===== src/rtl/spi_master_fifo_pkg.sv =====
// Shared definitions for the FIFO-buffered SPI master: register map, bit positions,
// FSM states and the default SCLK divider width.
package spi_master_fifo_pkg;

  localparam int W_DIV_DEFAULT = 8;

  localparam logic [1:0] A_DATA   = 2'd0;
  localparam logic [1:0] A_STATUS = 2'd1;
  localparam logic [1:0] A_CTRL   = 2'd2;

  localparam int ST_TX_EMPTY = 0;
  localparam int ST_TX_FULL  = 1;
  localparam int ST_RX_EMPTY = 2;
  localparam int ST_RX_FULL  = 3;
  localparam int ST_BUSY     = 4;
  localparam int ST_TX_OVF   = 5;
  localparam int ST_RX_OVF   = 6;
  localparam int ST_RX_UDF   = 7;

  localparam int CT_EN      = 0;
  localparam int CT_CPOL    = 1;
  localparam int CT_CPHA    = 2;
  localparam int CT_IE_TX   = 3;
  localparam int CT_IE_RX   = 4;
  localparam int CT_DIV_LSB = 8;

  typedef enum logic [1:0] {
    S_IDLE,
    S_SETUP,
    S_SHIFT,
    S_DONE
  } spi_state_e;

endpackage


===== src/rtl/spi_master_fifo_fifo.sv =====
// Synchronous FIFO used for both SPI directions. Pointers carry one extra wrap bit so
// full and empty fall out of a single compare; the head entry is visible without a pop.
module spi_fifo #(
  parameter int W     = 32,
  parameter int DEPTH = 4
) (
  input  logic         clk,
  input  logic         rst_n,
  input  logic         push_i,
  input  logic         pop_i,
  input  logic [W-1:0] wdata_i,
  output logic [W-1:0] head_o,
  output logic         full_o,
  output logic         empty_o
);

  localparam int AW = $clog2(DEPTH);
  localparam logic [AW:0] PTR_ONE = 1;

  logic [AW:0]  wptr_q, rptr_q;
  logic [W-1:0] mem_q [DEPTH];
  logic         do_push, do_pop;

  assign empty_o = (wptr_q == rptr_q);
  assign full_o  = (wptr_q[AW] != rptr_q[AW]) && (wptr_q[AW-1:0] == rptr_q[AW-1:0]);
  assign head_o  = mem_q[rptr_q[AW-1:0]];

  // A push into a full FIFO still lands when the head leaves in the same cycle.
  assign do_pop  = pop_i & ~empty_o;
  assign do_push = push_i & (~full_o | do_pop);

  // NOTE: sequential state uses <= so every flop samples pre-edge values regardless of block order.
  always_ff @(posedge clk or negedge rst_n) begin
    if (!rst_n) begin
      wptr_q <= '0;
      rptr_q <= '0;
    end else begin
      if (do_push) wptr_q <= wptr_q + PTR_ONE;
      if (do_pop)  rptr_q <= rptr_q + PTR_ONE;
    end
  end

  // NOTE: storage has no reset; the pointers alone decide which entries are valid.
  always_ff @(posedge clk) begin
    if (do_push) mem_q[wptr_q[AW-1:0]] <= wdata_i;
  end

endmodule


===== src/rtl/spi_master_fifo.sv =====
// CPU-facing SPI master with TX/RX FIFOs, programmable CPOL/CPHA and SCLK divider,
// and sticky overflow/underflow flags, accessed through DATA/STATUS/CTRL registers.
module spi_master_fifo
  import spi_master_fifo_pkg::*;
#(
  parameter int W_DATA     = 32,
  parameter int FIFO_DEPTH = 4,
  parameter int W_DIV      = W_DIV_DEFAULT
) (
  input  logic              clk,
  input  logic              rst_n,
  input  logic [1:0]        addr,
  input  logic              wr_en,
  input  logic              rd_en,
  input  logic [W_DATA-1:0] wdata,
  output logic [W_DATA-1:0] rdata,
  output logic              irq,
  output logic              sclk,
  output logic              mosi,
  input  logic              miso,
  output logic              cs_n
);

  localparam int W_BCNT = $clog2(W_DATA) + 1;

  spi_state_e        state_q, state_d;
  logic [W_DIV-1:0]  cnt_q, cnt_d, div_q;
  logic [W_BCNT-1:0] bit_cnt_q, bit_cnt_d;
  logic [W_DATA-1:0] tx_sh_q, tx_sh_d, rx_sh_q, rdata_q;
  logic              sclk_q, sclk_d, mosi_q, mosi_d, lead_q, lead_d, cs_n_q;
  logic              en_q, cpol_q, cpha_q, ie_tx_q, ie_rx_q;
  logic              tx_ovf_q, rx_ovf_q, rx_udf_q, pushed_q;
  logic [1:0]        miso_sync_q, samp_pipe_q;
  logic              half_done, sample_fire, tx_pop, rx_push, rx_pop, busy;
  logic              wr_data, rd_data, wr_status, wr_ctrl;
  logic              tx_full, tx_empty, rx_full, rx_empty;
  logic [W_DATA-1:0] tx_head, rx_head, status_word, ctrl_word;

  assign wr_data   = wr_en && (addr == A_DATA);
  assign rd_data   = rd_en && (addr == A_DATA);
  assign wr_status = wr_en && (addr == A_STATUS);
  assign wr_ctrl   = wr_en && (addr == A_CTRL);
  assign rx_pop    = rd_data && !rx_empty;
  assign busy      = (state_q != S_IDLE);
  assign half_done = (cnt_q == div_q);

  spi_fifo #(.W(W_DATA), .DEPTH(FIFO_DEPTH)) u_tx_fifo (
    .clk     (clk),
    .rst_n   (rst_n),
    .push_i  (wr_data),
    .pop_i   (tx_pop),
    .wdata_i (wdata),
    .head_o  (tx_head),
    .full_o  (tx_full),
    .empty_o (tx_empty)
  );

  spi_fifo #(.W(W_DATA), .DEPTH(FIFO_DEPTH)) u_rx_fifo (
    .clk     (clk),
    .rst_n   (rst_n),
    .push_i  (rx_push),
    .pop_i   (rx_pop),
    .wdata_i (rx_sh_q),
    .head_o  (rx_head),
    .full_o  (rx_full),
    .empty_o (rx_empty)
  );

  // NOTE: every output of this block gets a default first, so no path can infer a latch.
  always_comb begin
    state_d     = state_q;
    cnt_d       = cnt_q + W_DIV'(1);
    bit_cnt_d   = bit_cnt_q;
    tx_sh_d     = tx_sh_q;
    sclk_d      = sclk_q;
    mosi_d      = mosi_q;
    lead_d      = lead_q;
    tx_pop      = 1'b0;
    rx_push     = 1'b0;
    sample_fire = 1'b0;
    unique case (state_q)
      S_IDLE: begin
        cnt_d  = '0;
        sclk_d = cpol_q;
        if (en_q && !tx_empty) state_d = S_SETUP;
      end
      S_SETUP: begin
        if (cnt_q == '0) begin
          tx_pop    = 1'b1;
          tx_sh_d   = tx_head;
          bit_cnt_d = W_BCNT'(W_DATA);
          lead_d    = 1'b1;
          if (!cpha_q) mosi_d = tx_head[W_DATA-1];
        end
        if (half_done) begin
          cnt_d   = '0;
          state_d = S_SHIFT;
        end
      end
      S_SHIFT: begin
        if (half_done) begin
          cnt_d  = '0;
          sclk_d = ~sclk_q;
          lead_d = ~lead_q;
          if (lead_q) begin
            if (cpha_q) mosi_d = tx_sh_q[W_DATA-1];
            else        sample_fire = 1'b1;
          end else begin
            tx_sh_d   = tx_sh_q << 1;
            bit_cnt_d = bit_cnt_q - W_BCNT'(1);
            if (cpha_q) sample_fire = 1'b1;
            else        mosi_d = tx_sh_q[W_DATA-2];
            if (bit_cnt_q == W_BCNT'(1)) state_d = S_DONE;
          end
        end
      end
      S_DONE: begin
        cnt_d = (cnt_q == '1) ? cnt_q : cnt_q + W_DIV'(1);
        // The last miso bit is still in the synchroniser pipe for a couple of clocks.
        if (!pushed_q && (samp_pipe_q == '0)) begin
          rx_push = 1'b1;
          if (en_q && !tx_empty) begin
            cnt_d   = '0;
            state_d = S_SETUP;
          end
        end else if (pushed_q && (cnt_q >= div_q)) begin
          state_d = S_IDLE;
        end
      end
      default: state_d = S_IDLE;
    endcase
  end

  always_ff @(posedge clk or negedge rst_n) begin
    if (!rst_n) begin
      state_q     <= S_IDLE;
      cnt_q       <= '0;
      bit_cnt_q   <= '0;
      tx_sh_q     <= '0;
      rx_sh_q     <= '0;
      sclk_q      <= 1'b0;
      mosi_q      <= 1'b0;
      lead_q      <= 1'b1;
      cs_n_q      <= 1'b1;
      pushed_q    <= 1'b0;
      miso_sync_q <= '0;
      samp_pipe_q <= '0;
    end else begin
      state_q     <= state_d;
      cnt_q       <= cnt_d;
      bit_cnt_q   <= bit_cnt_d;
      tx_sh_q     <= tx_sh_d;
      sclk_q      <= sclk_d;
      mosi_q      <= mosi_d;
      lead_q      <= lead_d;
      cs_n_q      <= (state_d == S_IDLE);
      pushed_q    <= (state_q == S_DONE) && (pushed_q || rx_push);
      miso_sync_q <= {miso_sync_q[0], miso};
      // Sample strobe is delayed to line up with the synchronised miso of that edge.
      samp_pipe_q <= {samp_pipe_q[0], sample_fire};
      if (samp_pipe_q[1]) rx_sh_q <= {rx_sh_q[W_DATA-2:0], miso_sync_q[1]};
    end
  end

  always_comb begin
    status_word              = '0;
    status_word[ST_TX_EMPTY] = tx_empty;
    status_word[ST_TX_FULL]  = tx_full;
    status_word[ST_RX_EMPTY] = rx_empty;
    status_word[ST_RX_FULL]  = rx_full;
    status_word[ST_BUSY]     = busy;
    status_word[ST_TX_OVF]   = tx_ovf_q;
    status_word[ST_RX_OVF]   = rx_ovf_q;
    status_word[ST_RX_UDF]   = rx_udf_q;
  end

  always_comb begin
    ctrl_word                          = '0;
    ctrl_word[CT_EN]                   = en_q;
    ctrl_word[CT_CPOL]                 = cpol_q;
    ctrl_word[CT_CPHA]                 = cpha_q;
    ctrl_word[CT_IE_TX]                = ie_tx_q;
    ctrl_word[CT_IE_RX]                = ie_rx_q;
    ctrl_word[CT_DIV_LSB +: W_DIV]     = div_q;
  end

  always_ff @(posedge clk or negedge rst_n) begin
    if (!rst_n) begin
      rdata_q  <= '0;
      en_q     <= 1'b0;
      cpol_q   <= 1'b0;
      cpha_q   <= 1'b0;
      ie_tx_q  <= 1'b0;
      ie_rx_q  <= 1'b0;
      div_q    <= '0;
      tx_ovf_q <= 1'b0;
      rx_ovf_q <= 1'b0;
      rx_udf_q <= 1'b0;
    end else begin
      if (rd_en) begin
        case (addr)
          A_DATA:   rdata_q <= rx_empty ? '0 : rx_head;
          A_STATUS: rdata_q <= status_word;
          A_CTRL:   rdata_q <= ctrl_word;
          default:  rdata_q <= '0;
        endcase
      end
      if (wr_ctrl) begin
        en_q    <= wdata[CT_EN];
        ie_tx_q <= wdata[CT_IE_TX];
        ie_rx_q <= wdata[CT_IE_RX];
        if (!busy) begin
          cpol_q <= wdata[CT_CPOL];
          cpha_q <= wdata[CT_CPHA];
          div_q  <= wdata[CT_DIV_LSB +: W_DIV];
        end
      end
      // A new error in the same cycle as a clear keeps the flag set.
      tx_ovf_q <= (wr_data && tx_full && !tx_pop)
                | (tx_ovf_q && !(wr_status && wdata[ST_TX_OVF]));
      rx_ovf_q <= (rx_push && rx_full && !rx_pop)
                | (rx_ovf_q && !(wr_status && wdata[ST_RX_OVF]));
      rx_udf_q <= (rd_data && rx_empty)
                | (rx_udf_q && !(wr_status && wdata[ST_RX_UDF]));
    end
  end

  assign rdata = rdata_q;
  assign sclk  = sclk_q;
  assign mosi  = mosi_q;
  assign cs_n  = cs_n_q;
  assign irq   = (!rx_empty && ie_rx_q) || (tx_empty && ie_tx_q);

endmodule


===== config.mk =====
export PLATFORM = sky130hd
export DESIGN_NAME = spi_master_fifo
export DESIGN_NICKNAME = d
export VERILOG_FILES = /design/src/rtl/spi_master_fifo_pkg.sv /design/src/rtl/spi_master_fifo_fifo.sv /design/src/rtl/spi_master_fifo.sv
export SDC_FILE = /design/constraint.sdc
export NUM_CORES = 1
export LEC_CHECK = 0
export ABC_AREA = 1
export CAP_MARGIN = 40
export CELL_PAD_IN_SITES_DETAIL_PLACEMENT = 1
export CELL_PAD_IN_SITES_GLOBAL_PLACEMENT = 1
export CORE_AREA = 2 2 188 190
export CTS_BUF_LIST = sky130_fd_sc_hd__clkbuf_8 sky130_fd_sc_hd__clkbuf_16
export CTS_CLUSTER_SIZE = 25
export DETAILED_ROUTE_END_ITERATION = 16
export DIE_AREA = 0 0 190 192
export MAX_ROUTING_LAYER = met4
export PLACE_DENSITY = 0.91
export SLEW_MARGIN = 20
export SYNTH_ARGS = -nofsm -noshare
export SYNTH_HDL_FRONTEND = slang
export SYNTH_HIERARCHICAL = 1
export SYNTH_SLANG_ARGS = --single-unit

===== constraint.sdc =====
create_clock -name clk -period 4.04 [get_ports clk]
set_input_delay 0.808 -clock clk [delete_from_list [all_inputs] [get_ports clk]]
set_output_delay 0.808 -clock clk [all_outputs]
set_load 0.01 [all_outputs]

# [Yosys cells after proc, flatten, opt, wreduce, memory -nomap -nowiden]
# Memory sizes are Yosys's and may differ from the RTL's.
# Index checks and enable logic that the tools add are counted.
[word_totals] regBits=149 ram_bits=256 inputBits=39 out_inout_bits=36 wordCells=167 n_memories=2
[classes] addsub=6 n_lt_le_gt_ge=1 eq_ne=20 mux=48 bitwise_logic=16 reduce_logical=48
[mem_list] memory="u_rx_fifo.mem_q" depth=4 word_bits=32 rd=1 rd_clocked_by_memory_dff=0 write_ports=1 line="spi_master_fifo_fifo.sv:21" rtl="logic [W-1:0] mem_q [DEPTH];"
[mem_list] memory="u_tx_fifo.mem_q" depth=4 word_bits=32 rd=1 rd_clocked_by_memory_dff=0 write_ports=1 line="spi_master_fifo_fifo.sv:21"
[op_table] op="32-bit 2-to-1 mux" count=4
[op_table] op="32-bit one-hot mux with 3 select lines" count=1
[op_table] op="32-bit one-hot mux with 2 select lines" count=1
[op_table] op="8-bit 2-to-1 mux" count=4
[op_table] op="1-bit logical AND" count=24
[op_table] op="8-bit one-hot mux with 3 select lines" count=1
[op_table] op="1-bit 2-to-1 mux" count=22
[op_table] op="6-bit 2-to-1 mux" count=3
[op_table] op="2-bit 2-to-1 mux" count=7
[op_table] op="3-bit by 1-bit adder with 3-bit output, second input constant" count=4
[op_table] op="6-bit one-hot mux with 2 select lines" count=1
[op_table] op="8-bit by 1-bit adder with 8-bit output, second input constant" count=1
[op_table] op="8-bit equality test" count=1
[op_table] op="8-bit equality test, second input constant" count=1
[op_table] op="8-bit greater-or-equal comparator" count=1
[op_table] op="1-bit logical NOT" count=8
[op_table] op="2-bit logical NOT" count=4
[op_table] op="8-bit logical NOT" count=1
[op_table] op="2-bit inequality test, second input constant" count=4
[op_table] op="2-bit one-hot mux with 4 select lines" count=1
[op_table] op="1-bit inverter" count=7
[op_table] op="2-bit equality test, second input constant" count=3
[op_table] op="3-bit equality test" count=2
[op_table] op="6-bit by 1-bit equality test with 1-bit output, second input constant" count=1
[op_table] op="15 further kinds" count=32

# [Longest topological paths before layout]
[depth] word_depth=8 mapped_depth=17 mapped_depth_nobuf=17

# [Cells and area by module]
# The synthesis kept the hierarchy.
[by_module_without_submodules] module="spi_fifo" instances=2 cells_per_inst=369 area_per_inst_um2=5175.0 seq_area_each_um2=3993.8
[by_module_without_submodules] module="spi_master_fifo" instances=1 cells_per_inst=704 area_per_inst_um2=6373.6 seq_area_each_um2=3430.8

# [Worst setup path after synthesis]
# Ideal clock, no wire load.
[synth_timing] path_kind="input-to-reg" startpoint="input addr[1]" endpoint="memory u_rx_fifo.mem_q[0][0], enable pin" setup_time_ns=0.421 arrival_ns=3.141 t_required_ns=3.619 path_slack_ns=0.478 cell_stages=8 n_path_buf=1 cell_sequence="nor2_1 > nand2_1 > nor2_2 > buf_2 > inv_1 > nand4_4 > nand2_4 > nor2_1"
[synth_between] elab_chain_cells=8
[synth_rtl] item="start: declaration" line="spi_master_fifo.sv:12" rtl="input logic [1:0] addr,"
[synth_rtl] item="2-bit logical NOT" line="spi_master_fifo.sv:40" rtl="assign rd_data = rd_en && (addr == A_DATA);"
[synth_rtl] item="1-bit logical AND" line="spi_master_fifo.sv:40"
[synth_rtl] item="1-bit logical AND" line="spi_master_fifo.sv:43" rtl="assign rx_pop = rd_data && !rx_empty;"
[synth_rtl] item="net rx_pop" line="spi_master_fifo.sv:34" rtl="logic half_done, sample_fire, tx_pop, rx_push, rx_pop, busy;"
[synth_rtl] item="1-bit AND" line="spi_master_fifo_fifo.sv:29" rtl="assign do_pop = pop_i & ~empty_o;"
[synth_rtl] item="1-bit OR" line="spi_master_fifo_fifo.sv:30" rtl="assign do_push = push_i & (~full_o | do_pop);"
[synth_rtl] item="1-bit AND" line="spi_master_fifo_fifo.sv:30"
[synth_rtl] item="1-bit 2-to-1 mux" line="spi_master_fifo_fifo.sv:45" rtl="if (do_push) mem_q[wptr_q[AW-1:0]] <= wdata_i;"
[synth_rtl] item="1-bit 2-to-1 mux (not written as such)" line="spi_master_fifo_fifo.sv:45"
[synth_rtl] item="end: declaration" line="spi_master_fifo_fifo.sv:21"
# The timed path passes the listed nets, and every way through them passes these cells.

# [Final worst setup path]
[layout_timing] startpoint="register u_rx_fifo.rptr_q[1]" endpoint="output irq"
[layout_between] elab_chain_cells=4
[layout_rtl] item="start: declaration" line="spi_master_fifo_fifo.sv:20" rtl="logic [AW:0] wptr_q, rptr_q;"
[layout_rtl] item="start signal: assignment" line="spi_master_fifo_fifo.sv:39" rtl="if (do_pop) rptr_q <= rptr_q + PTR_ONE;"
[layout_rtl] item="3-bit equality test" line="spi_master_fifo_fifo.sv:24" rtl="assign empty_o = (wptr_q == rptr_q);"
[layout_rtl] item="net rx_empty" line="spi_master_fifo.sv:36" rtl="logic tx_full, tx_empty, rx_full, rx_empty;"
[layout_rtl] item="1-bit logical NOT" line="spi_master_fifo.sv:232" rtl="assign irq = (!rx_empty && ie_rx_q) || (tx_empty && ie_tx_q);"
[layout_rtl] item="1-bit logical AND" line="spi_master_fifo.sv:232"
[layout_rtl] item="1-bit logical OR" line="spi_master_fifo.sv:232"
[layout_rtl] item="end: declaration" line="spi_master_fifo.sv:17" rtl="output logic irq,"
# The timed path passes the listed nets, and every way through them passes these cells.

==> flow_metrics.env <==
export IMPL_viasPerCell=5.89
export IMPL_vias=11827
export IMPL_synth_top_area_share_pct=46.0
export IMPL_mostFrequentLayoutCells="edfxtp_1 (256), nand2_1 (220), nor2_1 (174)"
export IMPL_p_int_mw=8.20
export IMPL_post_route_period_util_pct=94.8
export IMPL_critPathRequiredTime_ps=3230
export IMPL_drtPass1Iterations=5
export IMPL_cp_end_kind="output pin"
export IMPL_clock_latency_ps=540
export IMPL_grt_pass1_vias=13295
export IMPL_die_y_um=192
export IMPL_path_delay_family="buffers and inverters"
export IMPL_min_path_type="in -> async"
export IMPL_gp_congestion=0.820
export IMPL_startpoint_type="register"
export IMPL_drtIter0Drc=922
export IMPL_ys_seq_elements=405
export IMPL_cp_max_fo=16
export IMPL_nets=1587
export IMPL_place_ws_ps=708
export IMPL_cts_root_buf="clkbuf_16"
export IMPL_final_setup_tns_ps=0
export IMPL_yosysTopAreaCell="edfxtp_1"
export IMPL_wl_per_cell_um=23.7
export IMPL_relSlewSlack_pct=44.4
export IMPL_cp_slowest_stage_delay_ps=720
export IMPL_ios=75
export IMPL_seqCellArea_um2=11400
export IMPL_syn_nets=1510
export IMPL_grt_overflow_total=0
export IMPL_dieWidth_um=190
export IMPL_arrival_ps=3020
export IMPL_coreArea_um2=34300
export IMPL_power_switching_share_pct=30.3
export IMPL_io_buffers=74
export IMPL_final_common_cell="edfxtp_1"
export IMPL_switching_power_mw=3.57
export IMPL_power_frac_clock_pct=35.8
export IMPL_seqPwrFrac_pct=43.1
export IMPL_maxCapViolCount=0
export IMPL_grt_use_total_pct=27.4
export IMPL_leakage_nw=7.73
export IMPL_crit_path_cell_trace="inv_2, nand2_1, nand2_1, nand3_2, inv_1, o21ai_0, clkdlybuf4s50_1"
export IMPL_cts_resized_gates=0
export IMPL_cts_tree="built"
export IMPL_num_fill_cells=3486
export IMPL_drive_gt1_share_pct=11.1
export IMPL_cp_slowest_cell="dfrtp_1"
export IMPL_dpl_hpwl_mm=29.3
export IMPL_worstMarginPinSlew_ps=834
export IMPL_h_tree_depth=2
export IMPL_synth_cell_type_count=43
export IMPL_hold_viol_final=0
export IMPL_outcome="complete, no violations"
export IMPL_cts_num_sinks=405
export IMPL_fin_area_um2=19600
export IMPL_post_cts_buffers=0
export IMPL_setup_viol=0
export IMPL_antenna_found_initial=1
export IMPL_drv_slew=0
export IMPL_multiInputGateArea_um2=4670
export IMPL_ir_drop_mv=0.405
export IMPL_avgSynthCellArea_um2=11.6
export IMPL_yosys_warnings=6
export IMPL_clk_pin_slew_ps=70
export IMPL_grt_max_degree=75
export IMPL_rsz0062_at_grt="no"
export IMPL_syn_inst=1442
export IMPL_syn_cell_area_um2=16700
export IMPL_crit_buf_inv=3
export IMPL_comb_power_share_pct=21.1
export IMPL_synth_area_top_cells="edfxtp_1 (46%), dfrtp_1 (22%), o21ai_0 (5.1%)"
export IMPL_fmax_mhz=261
export IMPL_drc=0
export IMPL_path_class="reg -> out"
export IMPL_p_per_area_nw_per_um2=602
export IMPL_period_needed_ps=3830
export IMPL_start_util_pct=48.8
export IMPL_routed_wl_mm=47.5
export IMPL_clockBufferDepth=3
export IMPL_power_mw=11.8
export IMPL_finClkSkew_ps=14.3
export IMPL_ant_nets=0
export IMPL_hold_buffers=0
export IMPL_numCtsBuffers=42
export IMPL_grt_pass1_wl_mm=74.3
export IMPL_fin_ws_ps=209
export IMPL_syn_to_final_growth_pct=17.0
export IMPL_crit_top_cell="nand2_1"
export IMPL_yosysSeqAreaShare_pct=68.3
export IMPL_rows=68
export IMPL_dpl_instance_area_um2=18000
export IMPL_dieArea_um2=36500
metrics by stage:
step	util, %	hold slack [ps]	cells
floorplan	-	331	1442
global placement	52.5	354	1928
detailed placement	52.6	348	1929
CTS	57.0	296	2006
global route	57.1	305	2008
finish	57.1	253	2008
layout make-up:
class | instances | share of cell area (%)
flip-flops and latches | 405 | 58.4
inverters | 92 | 1.77
well taps | 455 | 2.91
diodes | 1 | 0.0128
clock buffers | 47 | 5.78
multi-input cells | 873 | 23.8
repair buffers | 105 | 5.38
clock inverters | 30 | 1.92
cell usage after synthesis (all sizes together):
cell type  number
inv            92
o211ai          6
buf            36
a31oi           2
o21a            1
nor3            6
xnor2           2
nand4           5
a221oi          2
ha             29
o2111ai        30
mux2            3
or2            32
dfrtp         147
clkbuf         36
a22oi           2
o22ai          66
edfxtp        256
a21boi          2
a22o           16
o21ai         178
a21oi          34
nand3          33
a21o            2
dfstp           2
nor2          184
nand2         227
xor2           11
cell families after synthesis:
kind of cell | count (synthesis) | synth area share, %
adder cells (fa/ha/maj) | 29 | 2.17
flip-flops | 405 | 68.3
AND/OR/NAND/NOR | 487 | 12.3
XOR/XNOR | 13 | 0.905
AO/OA/AOI/OAI | 341 | 12.1
multiplexers | 3 | 0.202
buffers and inverters | 164 | 4.06
sequential cells by signal (all words and copies together), names as in the netlist, 2 cells and up:
register,cells
u_rx_fifo/rptr_q,3
rx_sh_q,32
u_tx_fifo/rptr_q,3
samp_pipe_q,2
u_rx_fifo/wptr_q,3
u_tx_fifo/wptr_q,3
rdata,32
state_q,2
u_rx_fifo/mem_q,128
bit_cnt_q,6
div_q,8
miso_sync_q,2
tx_sh_q,32
cnt_q,8
u_tx_fifo/mem_q,128
final timing paths:
kind	from	end	slack, ps	cells past startpoint
worst max register to register	u_rx_fifo/rptr_q[1]$_DFFE_PN0P_	u_rx_fifo/mem_q[0][10]$_DFFE_PP_	1100	11
max in group asynchronous	rst_n	tx_sh_q[20]$_DFFE_PN0P_	2830	2
worst min register to register	miso_sync_q[0]$_DFF_PN0_	miso_sync_q[1]$_DFF_PN0_	360	0
min in group clk	miso_sync_q[0]$_DFF_PN0_	miso_sync_q[1]$_DFF_PN0_	360	0
worst max-delay path	u_rx_fifo/rptr_q[1]$_DFFE_PN0P_	irq	210	7
worst min-delay path	rst_n	rx_sh_q[26]$_DFFE_PN0P_	250	1
layer usage:
layer | vias up | share of wire, % | GRT usage [%]
met5 | - | 0 | -
met4 | 0 | 4.1 | 12.0
met3 | 134 | 4.8 | 3.78
met2 | 411 | 54 | 49.6
met1 | 6075 | 37 | 30.2
li1 | 5207 | - | -
power groups by stage:
stage | Combinational, mW | Clock [mW] | Sequential [mW]
final | 2.48 | 4.21 | 5.08
after global routing | 2.73 | 4.43 | 5.11
after CTS | 2.43 | 4.27 | 5.08
after detailed placement | 2.38 | 0 | 5.14
after global placement | 2.16 | 0 | 5.11
after floorplan | 1.56 | 0 | 5.06
No activity file was read; power rests on OpenSTA's default activity.
